===== src/rtl/fetch_unit.sv =====
`default_nettype none
// ============================================================================
// Module   : fetch_unit
// Brief    : Instruction fetch stage with PC, return-address stack and
//            valid/ready instruction handoff to decode.
// Revision : 1.0
// ============================================================================
module fetch_unit #(
    parameter int                ADDR_W    = 10,
    parameter int                RAS_DEPTH = 4,
    parameter logic [ADDR_W-1:0] RESET_PC  = '0
) (
    input  logic              clk,
    input  logic              rst,
    output logic              imem_req,
    output logic [ADDR_W-1:0] imem_addr,
    input  logic              imem_ack,
    input  logic [15:0]       imem_rdata,
    output logic [15:0]       instr,
    output logic              instr_valid,
    input  logic              instr_ready,
    output logic [ADDR_W-1:0] pc,
    input  logic [1:0]        pc_sel,
    input  logic [15:0]       target,
    output logic              ras_err
);

    localparam int c_PTR_W = (RAS_DEPTH > 1) ? $clog2(RAS_DEPTH) : 1;
    localparam int c_CNT_W = c_PTR_W + 1;
    localparam logic [c_CNT_W-1:0] c_RAS_FULL = c_CNT_W'(RAS_DEPTH);

    localparam logic [1:0] c_SEL_INC    = 2'b00;
    localparam logic [1:0] c_SEL_BRANCH = 2'b01;
    localparam logic [1:0] c_SEL_JUMP   = 2'b10;

    typedef enum logic [1:0] {
        ST_RESET = 2'd0,
        ST_REQ   = 2'd1,
        ST_HOLD  = 2'd2
    } state_t;

    state_t              r_state;
    state_t              w_state_nxt;
    logic [ADDR_W-1:0]   r_pc;
    logic [15:0]         r_instr;
    logic [ADDR_W-1:0]   r_ras [RAS_DEPTH];
    logic [c_PTR_W-1:0]  r_sp;
    logic [c_CNT_W-1:0]  r_cnt;
    logic                r_err;

    logic [ADDR_W-1:0]   w_pc_inc;
    logic [ADDR_W-1:0]   w_pc_nxt;
    logic [ADDR_W-1:0]   w_ras_top;
    logic                w_accept;
    logic                w_capture;
    logic                w_push;
    logic                w_pop;
    logic                w_ras_full;
    logic                w_ras_empty;

    assign w_pc_inc    = r_pc + ADDR_W'(1);
    assign w_ras_top   = r_ras[r_sp - c_PTR_W'(1)];
    assign w_ras_full  = (r_cnt == c_RAS_FULL);
    assign w_ras_empty = (r_cnt == '0);

    always_comb begin
        w_state_nxt = r_state;
        w_accept    = 1'b0;
        w_capture   = 1'b0;
        case (r_state)
            ST_RESET: w_state_nxt = ST_REQ;
            ST_REQ: begin
                if (imem_ack) begin
                    w_capture   = 1'b1;
                    w_state_nxt = ST_HOLD;
                end
            end
            ST_HOLD: begin
                if (instr_ready) begin
                    w_accept    = 1'b1;
                    w_state_nxt = ST_REQ;
                end
            end
            default: w_state_nxt = ST_RESET;
        endcase
    end

    // Next-PC selection; decode inputs only matter on the accepting cycle.
    always_comb begin
        w_pc_nxt = r_pc;
        w_push   = 1'b0;
        w_pop    = 1'b0;
        if (w_accept) begin
            case (pc_sel)
                c_SEL_INC:    w_pc_nxt = w_pc_inc;
                c_SEL_BRANCH: w_pc_nxt = target[ADDR_W-1:0];
                c_SEL_JUMP: begin
                    w_push   = 1'b1;
                    w_pc_nxt = target[ADDR_W-1:0];
                end
                default: begin
                    w_pop    = 1'b1;
                    w_pc_nxt = w_ras_empty ? RESET_PC : w_ras_top;
                end
            endcase
        end
    end

    always_ff @(posedge clk) begin
        if (rst) begin
            r_state <= ST_RESET;
            r_pc    <= RESET_PC;
            r_instr <= 16'h0000;
            r_sp    <= '0;
            r_cnt   <= '0;
            r_err   <= 1'b0;
        end else begin
            r_state <= w_state_nxt;
            if (w_capture) begin
                r_instr <= imem_rdata;
            end
            if (w_accept) begin
                r_pc <= w_pc_nxt;
            end
            // Full stack: pointer still advances so the oldest entry is overwritten.
            if (w_push) begin
                r_sp <= r_sp + c_PTR_W'(1);
                if (w_ras_full) begin
                    r_err <= 1'b1;
                end else begin
                    r_cnt <= r_cnt + c_CNT_W'(1);
                end
            end else if (w_pop) begin
                if (w_ras_empty) begin
                    r_err <= 1'b1;
                end else begin
                    r_sp  <= r_sp - c_PTR_W'(1);
                    r_cnt <= r_cnt - c_CNT_W'(1);
                end
            end
        end
    end

    always_ff @(posedge clk) begin
        if (!rst && w_push) begin
            r_ras[r_sp] <= w_pc_inc;
        end
    end

    generate
        if (ADDR_W < 16) begin : g_unused_target
            logic w_unused_target;
            assign w_unused_target = ^target[15:ADDR_W];
        end
    endgenerate

    assign imem_req    = (r_state == ST_REQ);
    assign imem_addr   = r_pc;
    assign instr_valid = (r_state == ST_HOLD);
    assign instr       = r_instr;
    assign pc          = r_pc;
    assign ras_err     = r_err;

endmodule
`default_nettype wire


===== config.mk =====
export PLATFORM = sky130hd
export DESIGN_NAME = fetch_unit
export DESIGN_NICKNAME = d
export VERILOG_FILES = /design/src/rtl/fetch_unit.sv
export SDC_FILE = /design/constraint.sdc
export NUM_CORES = 1
export LEC_CHECK = 0
export ABC_AREA = 1
export CORE_MARGIN = 5
export CORE_UTILIZATION = 38
export DETAILED_ROUTE_END_ITERATION = 10
export PLACE_DENSITY = 0.71
export REMOVE_ABC_BUFFERS = 1
export SETUP_SLACK_MARGIN = 0.3
export SLEW_MARGIN = 20
export SYNTH_ARGS = -nofsm -noshare
export SYNTH_HDL_FRONTEND = slang
export SYNTH_SLANG_ARGS = --single-unit

===== constraint.sdc =====
create_clock -name clk -period 1.8 [get_ports clk]
set_input_delay 0.27 -clock clk [delete_from_list [all_inputs] [get_ports clk]]
set_output_delay 0.27 -clock clk [all_outputs]
set_load 0.02 [all_outputs]

### Word level (Yosys, flattened, before mapping)

Memories as Yosys holds them, arrays and structs flattened.
Index checks and enable logic that the tools add are counted.

* add/subtract/negate cells: 5
* equality and inequality tests: 10
* muxes and demuxes: 26
* reduce and logical (&&, ||, !) cells: 13

Operator list (number)
* 10-bit one-hot mux with 2 select lines: 1
* 1-bit two-way mux: 14
* 3-bit two-way mux: 4
* 10-bit by 1-bit adder with 10-bit output (second input constant): 1
* 10-bit two-way mux: 1
* 2-bit two-way mux: 5
* 2-bit by 1-bit != test with 1-bit output (second input constant): 3
* 2-bit one-hot mux with 3 select lines: 1
* 3-bit AND reduction: 2
* 2-bit by 1-bit equality test with 1-bit output (second input constant): 2
* 2-bit equality test (second input constant): 2
* 2-bit zero test: 2
* 2-bit != test (second input constant): 2
* 2-bit AND reduction: 2
* 2-bit nonzero test: 2
* 3-bit by 1-bit adder with 3-bit output (second input constant): 1
* 3-bit equality test (second input constant): 1
* 3-bit zero test: 1
* 3-bit OR reduction: 1
* 3-bit by 1-bit subtractor with 3-bit output (second input constant): 1
* 2-bit by 1-bit adder with 2-bit output (second input constant): 1
* 2-bit OR reduction: 1
* 2-bit by 1-bit subtractor with 2-bit output (second input constant): 1
* 1-bit logical AND: 1
* 1-bit zero test: 1

* bits in registers: 34
* bits in writable memories: 40
* input bits: 38
* output and inout bits: 39
* word-level logic and storage cells: 61
* memories kept: 1

Memory list
* r_ras: words 4, bits a word 10, read ports 1, clocked after Yosys merged registers in 0, write ports 1, line 46 `logic [ADDR_W-1:0] r_ras [RAS_DEPTH];`

### Logic depth before layout (Yosys ltp)

* word-level depth: 6
* depth in mapped cells: 12
* gate-level depth less buffers: 11

### Least setup slack after synthesis

No wires, ideal clock.

* kind: reg2reg
* from: register r_sp[0]
* to: register r_pc[7], in the netlist imem_addr[7]
* library setup time: 0.118 ns
* arrival: 1.760 ns
* data required time: 1.682 ns
* path slack: -0.079 ns
* stages on the path, launching flop included: 13
* path buffers: 4
* clock period less this slack: 1.879 ns
* path through: dfxtp_1 -> buf_2 -> inv_2 -> buf_2 -> ha_1 -> buf_2 -> inv_2 -> buf_2 -> nor2_1 -> o21ai_0 -> o21ai_0 -> a21oi_1 -> a21oi_1

* word-level cells in the longest chain between the ends: 4

RTL lines
* start: declaration: line 47 `logic [c_PTR_W-1:0] r_sp;`
* start signal: assignment: line 127 `r_sp <= r_sp + c_PTR_W'(1);`
* start signal: assignment: line 137 `r_sp <= r_sp - c_PTR_W'(1);`
* 2-bit by 1-bit subtractor with 2-bit output: line 62 `assign w_ras_top = r_ras[r_sp - c_PTR_W'(1)];`
* memory read 4 x 10 bit
* 10-bit two-way mux: line 103 `w_pc_nxt = w_ras_empty ? RESET_PC : w_ras_top;`
* 10-bit one-hot mux with 2 select lines: line 94 `case (pc_sel)`
* end signal: assignment: line 123 `r_pc <= w_pc_nxt;`
* end: declaration: line 44 `logic [ADDR_W-1:0] r_pc;`

Every way passes these cells.
A chain may end at the register's enable or synchronous reset.

### Worst setup path in the final report

* from: register r_pc[2], in the netlist imem_addr[2]
* to: output pc[2]

RTL lines
* end: declaration: line 22 `output logic [ADDR_W-1:0] pc,`

No word-level cell between the ends.

==> results.yml <==
timing:
  fin_ws_ns: 0.329
  tns_ns: 0
  final.period_utilization: 0.817
  tightest_slew_ns: 0.333
  fmax_mhz: 680
  period_needed_ns: 1.47
  finalSetupViolCount: 0
  final_max_slew_viol_count: 0
  fin_skew_ns: 0.0186
  hold_violations: 0
  rsz0062_at_grt: "true"
  relSlewSlack: 0.777
worst_setup_path:
  cp_top_family: "flip-flops"
  crit_path_end_kind: "primary output"
  critPathSlowestCell: "dfxtp_1"
  arrival_ns: 1.20
  cp.buffers_inverters: 1
  worst-path-stages: 1
  required_ns: 1.53
  critPathMaxStageDelay_ns: 0.48
  path_cells: "dlygate4sd2_1"
  startpoint_type: "register"
  worstRegToRegCells: 7
  worst-setup-path-type: "register to primary output"
  critPathMaxFanout: 6
global_route:
  grt_pass1_wl_mm: 14.7
  grt_overflow_total: 0
  grt_pass1_vias: 2975
  grt_max_degree: 28
  grt_util_all_layers: 0.162
  grt_antenna_before_repair: 0
synthesis:
  muxShareOfSynthArea: 0
  synth_top_family_by_area: "simple AND/OR/NAND/NOR gates"
  netlist_area_mm2: 0.00348
  yosys_warnings: 0
  yosysSeqAreaShare: 0.540
  synth_top_area_frac: 0.345
  ys_ff_latch: 74
  synth_compound_area_frac: 0.134
  synthTopCellsByArea: "edfxtp_1, dfxtp_1, nand2_1"
  syn_inst: 390
  synth_xor_area_frac: 0.0140
  synth_area_per_cell_um2: 8.93
  synth_simple_gate_area_frac: 0.193
  synth_fa_ha_area_frac: 0.0381
  netlist.top_cell.by_area: "edfxtp_1"
  synth_cell_types: 35
worst_hold_path:
  whs_path_depth: 1
  hold_class: "register to register"
route:
  avgViaCountPerCell: 5.04
  dr.pass1.iters: 4
  wire_per_inst_um: 14.9
  antenna_left: 0
  via_count: 2982
  drc: 0
  first_iter_violations: 230
  drt-total-wl_mm: 8.84
cts:
  clk_pin_slew_ns: 0.08
  cts_sinks: 74
  clk_latency_ns: 0.34
  clk_root_buffer_cell: "clkbuf_8"
  cts_tree: "done"
  cts_made_buffers: 9
  htreeDepth: 3
  cts_hold_buf: 0
  cts_buffer_depth: 2
pwr:
  max-vdd-ir-drop_mv: 0.426
  leakagePower_nw: 2.06
  power_density_mw_per_mm2: 740
finish:
  stdcell_area_mm2: 0.00477
  nets: 524
  area_delta_synth_final_pct: 37.0
  diodes: 0
  n_fill_cell: 845
  drive_gt1_frac: 0.214
  mostFrequentLayoutCell: "nand2_1"
  layout_common_cells: "nand2_1, dlygate4sd2_1, edfxtp_1"
floorplan:
  start_util: 0.383
  ioPinCount: 77
  dieArea_mm2: 0.0112
  die_height_um: 106
  die-width_um: 106
  rows: 35
  core_area_mm2: 0.00911
placement:
  dp.final_hpwl_mm: 6.24
  post_dp_cell_area_mm2: 0.00440
  place_congestion: 0.894
  place_ws_ns: -0.347
  io_buffers: 70
job:
  cap_violations: 0
status:
  status: "finished, final reports clean"
synthesized netlist by cell type (all sizes together):
| master | n |
|---|---|
| a21oi | 39 |
| a22o | 2 |
| a31oi | 3 |
| and2 | 4 |
| buf | 21 |
| clkbuf | 6 |
| clkinv | 1 |
| dfxtp | 34 |
| edfxtp | 40 |
| fa | 1 |
| ha | 9 |
| inv | 34 |
| nand2 | 80 |
| nand3 | 30 |
| nand3b | 1 |
| nand4 | 1 |
| nor2 | 36 |
| nor3b | 1 |
| o211ai | 1 |
| o21a | 2 |
| o21ai | 34 |
| o21bai | 2 |
| o22ai | 3 |
| or2 | 1 |
| xnor3 | 1 |
| xor2 | 3 |
power breakdown:
group          leakage [nW]  internal [mW]  switching (mW)
clock                0.0988          0.665           0.688
sequential            0.647           1.79          0.0239
combinational          1.31          0.171           0.193
total                  2.06           2.63           0.904
what timing repair did:
action | CTS | global route
gates cloned | 0 | 3
gates resized for setup | 55 | 53
buffers inserted | 4 | 0
hold endpoints to repair | 0 | 0
pin swaps | 6 | 16
setup endpoints to repair | 98 | 73
logic make-up after synthesis:
group | count (synthesis)
DFF | 74
and+or+nand+nor | 154
adders and majority gates | 10
xor gates and xnor gates | 4
buffers and inverters | 62
AOI/OAI and AO/OA | 86
sequential cells by signal (all words and copies together), names as in the netlist:
register,count
imem_addr,10
instr,16
r_cnt,3
r_ras,40
r_sp,2
r_state,2
ras_err,1
final cells by class:
| cell class | instances | area [µm²] | share of cell area |
|---|---|---|---|
| Sequential cell | 74 | 1900 | 0.397 |
| Timing Repair Buffer | 102 | 938 | 0.197 |
| Multi-Input combinational cell | 254 | 1460 | 0.305 |
| Clock buffer | 9 | 124 | 0.0259 |
| Clock inverter | 7 | 82.6 | 0.0173 |
| Tap cell | 111 | 139 | 0.0291 |
| Inverter | 35 | 138 | 0.0288 |
per-layer routing:
metal,wire length [µm],global-route usage
met2,4190,0.261
met4,140,0.0416
met3,725,0.0508
met5,0,0
met1,3780,0.213
through the flow:
step / power (mW) / utilization / cells / hold slack, ns
floorplan: 2.00 / - / 363 / 0.339
finish: 3.53 / 0.524 / 592 / 0.459
global route: 3.69 / 0.524 / 592 / 0.474
global placement: 2.22 / 0.483 / 569 / 0.448
CTS: 3.55 / 0.509 / 589 / 0.465
detailed placement: 2.23 / 0.483 / 569 / 0.453
final timing paths:
check	slack (ns)	from	end
setup / recovery	0.33	imem_addr[2]	pc[2]
hold / removal	0.46	ras_err	ras_err
setup reg to reg	0.36	r_state[0]	r_ras[1][0]
hold reg to reg	0.46	ras_err	ras_err
(Power assumes the default switching activity.)
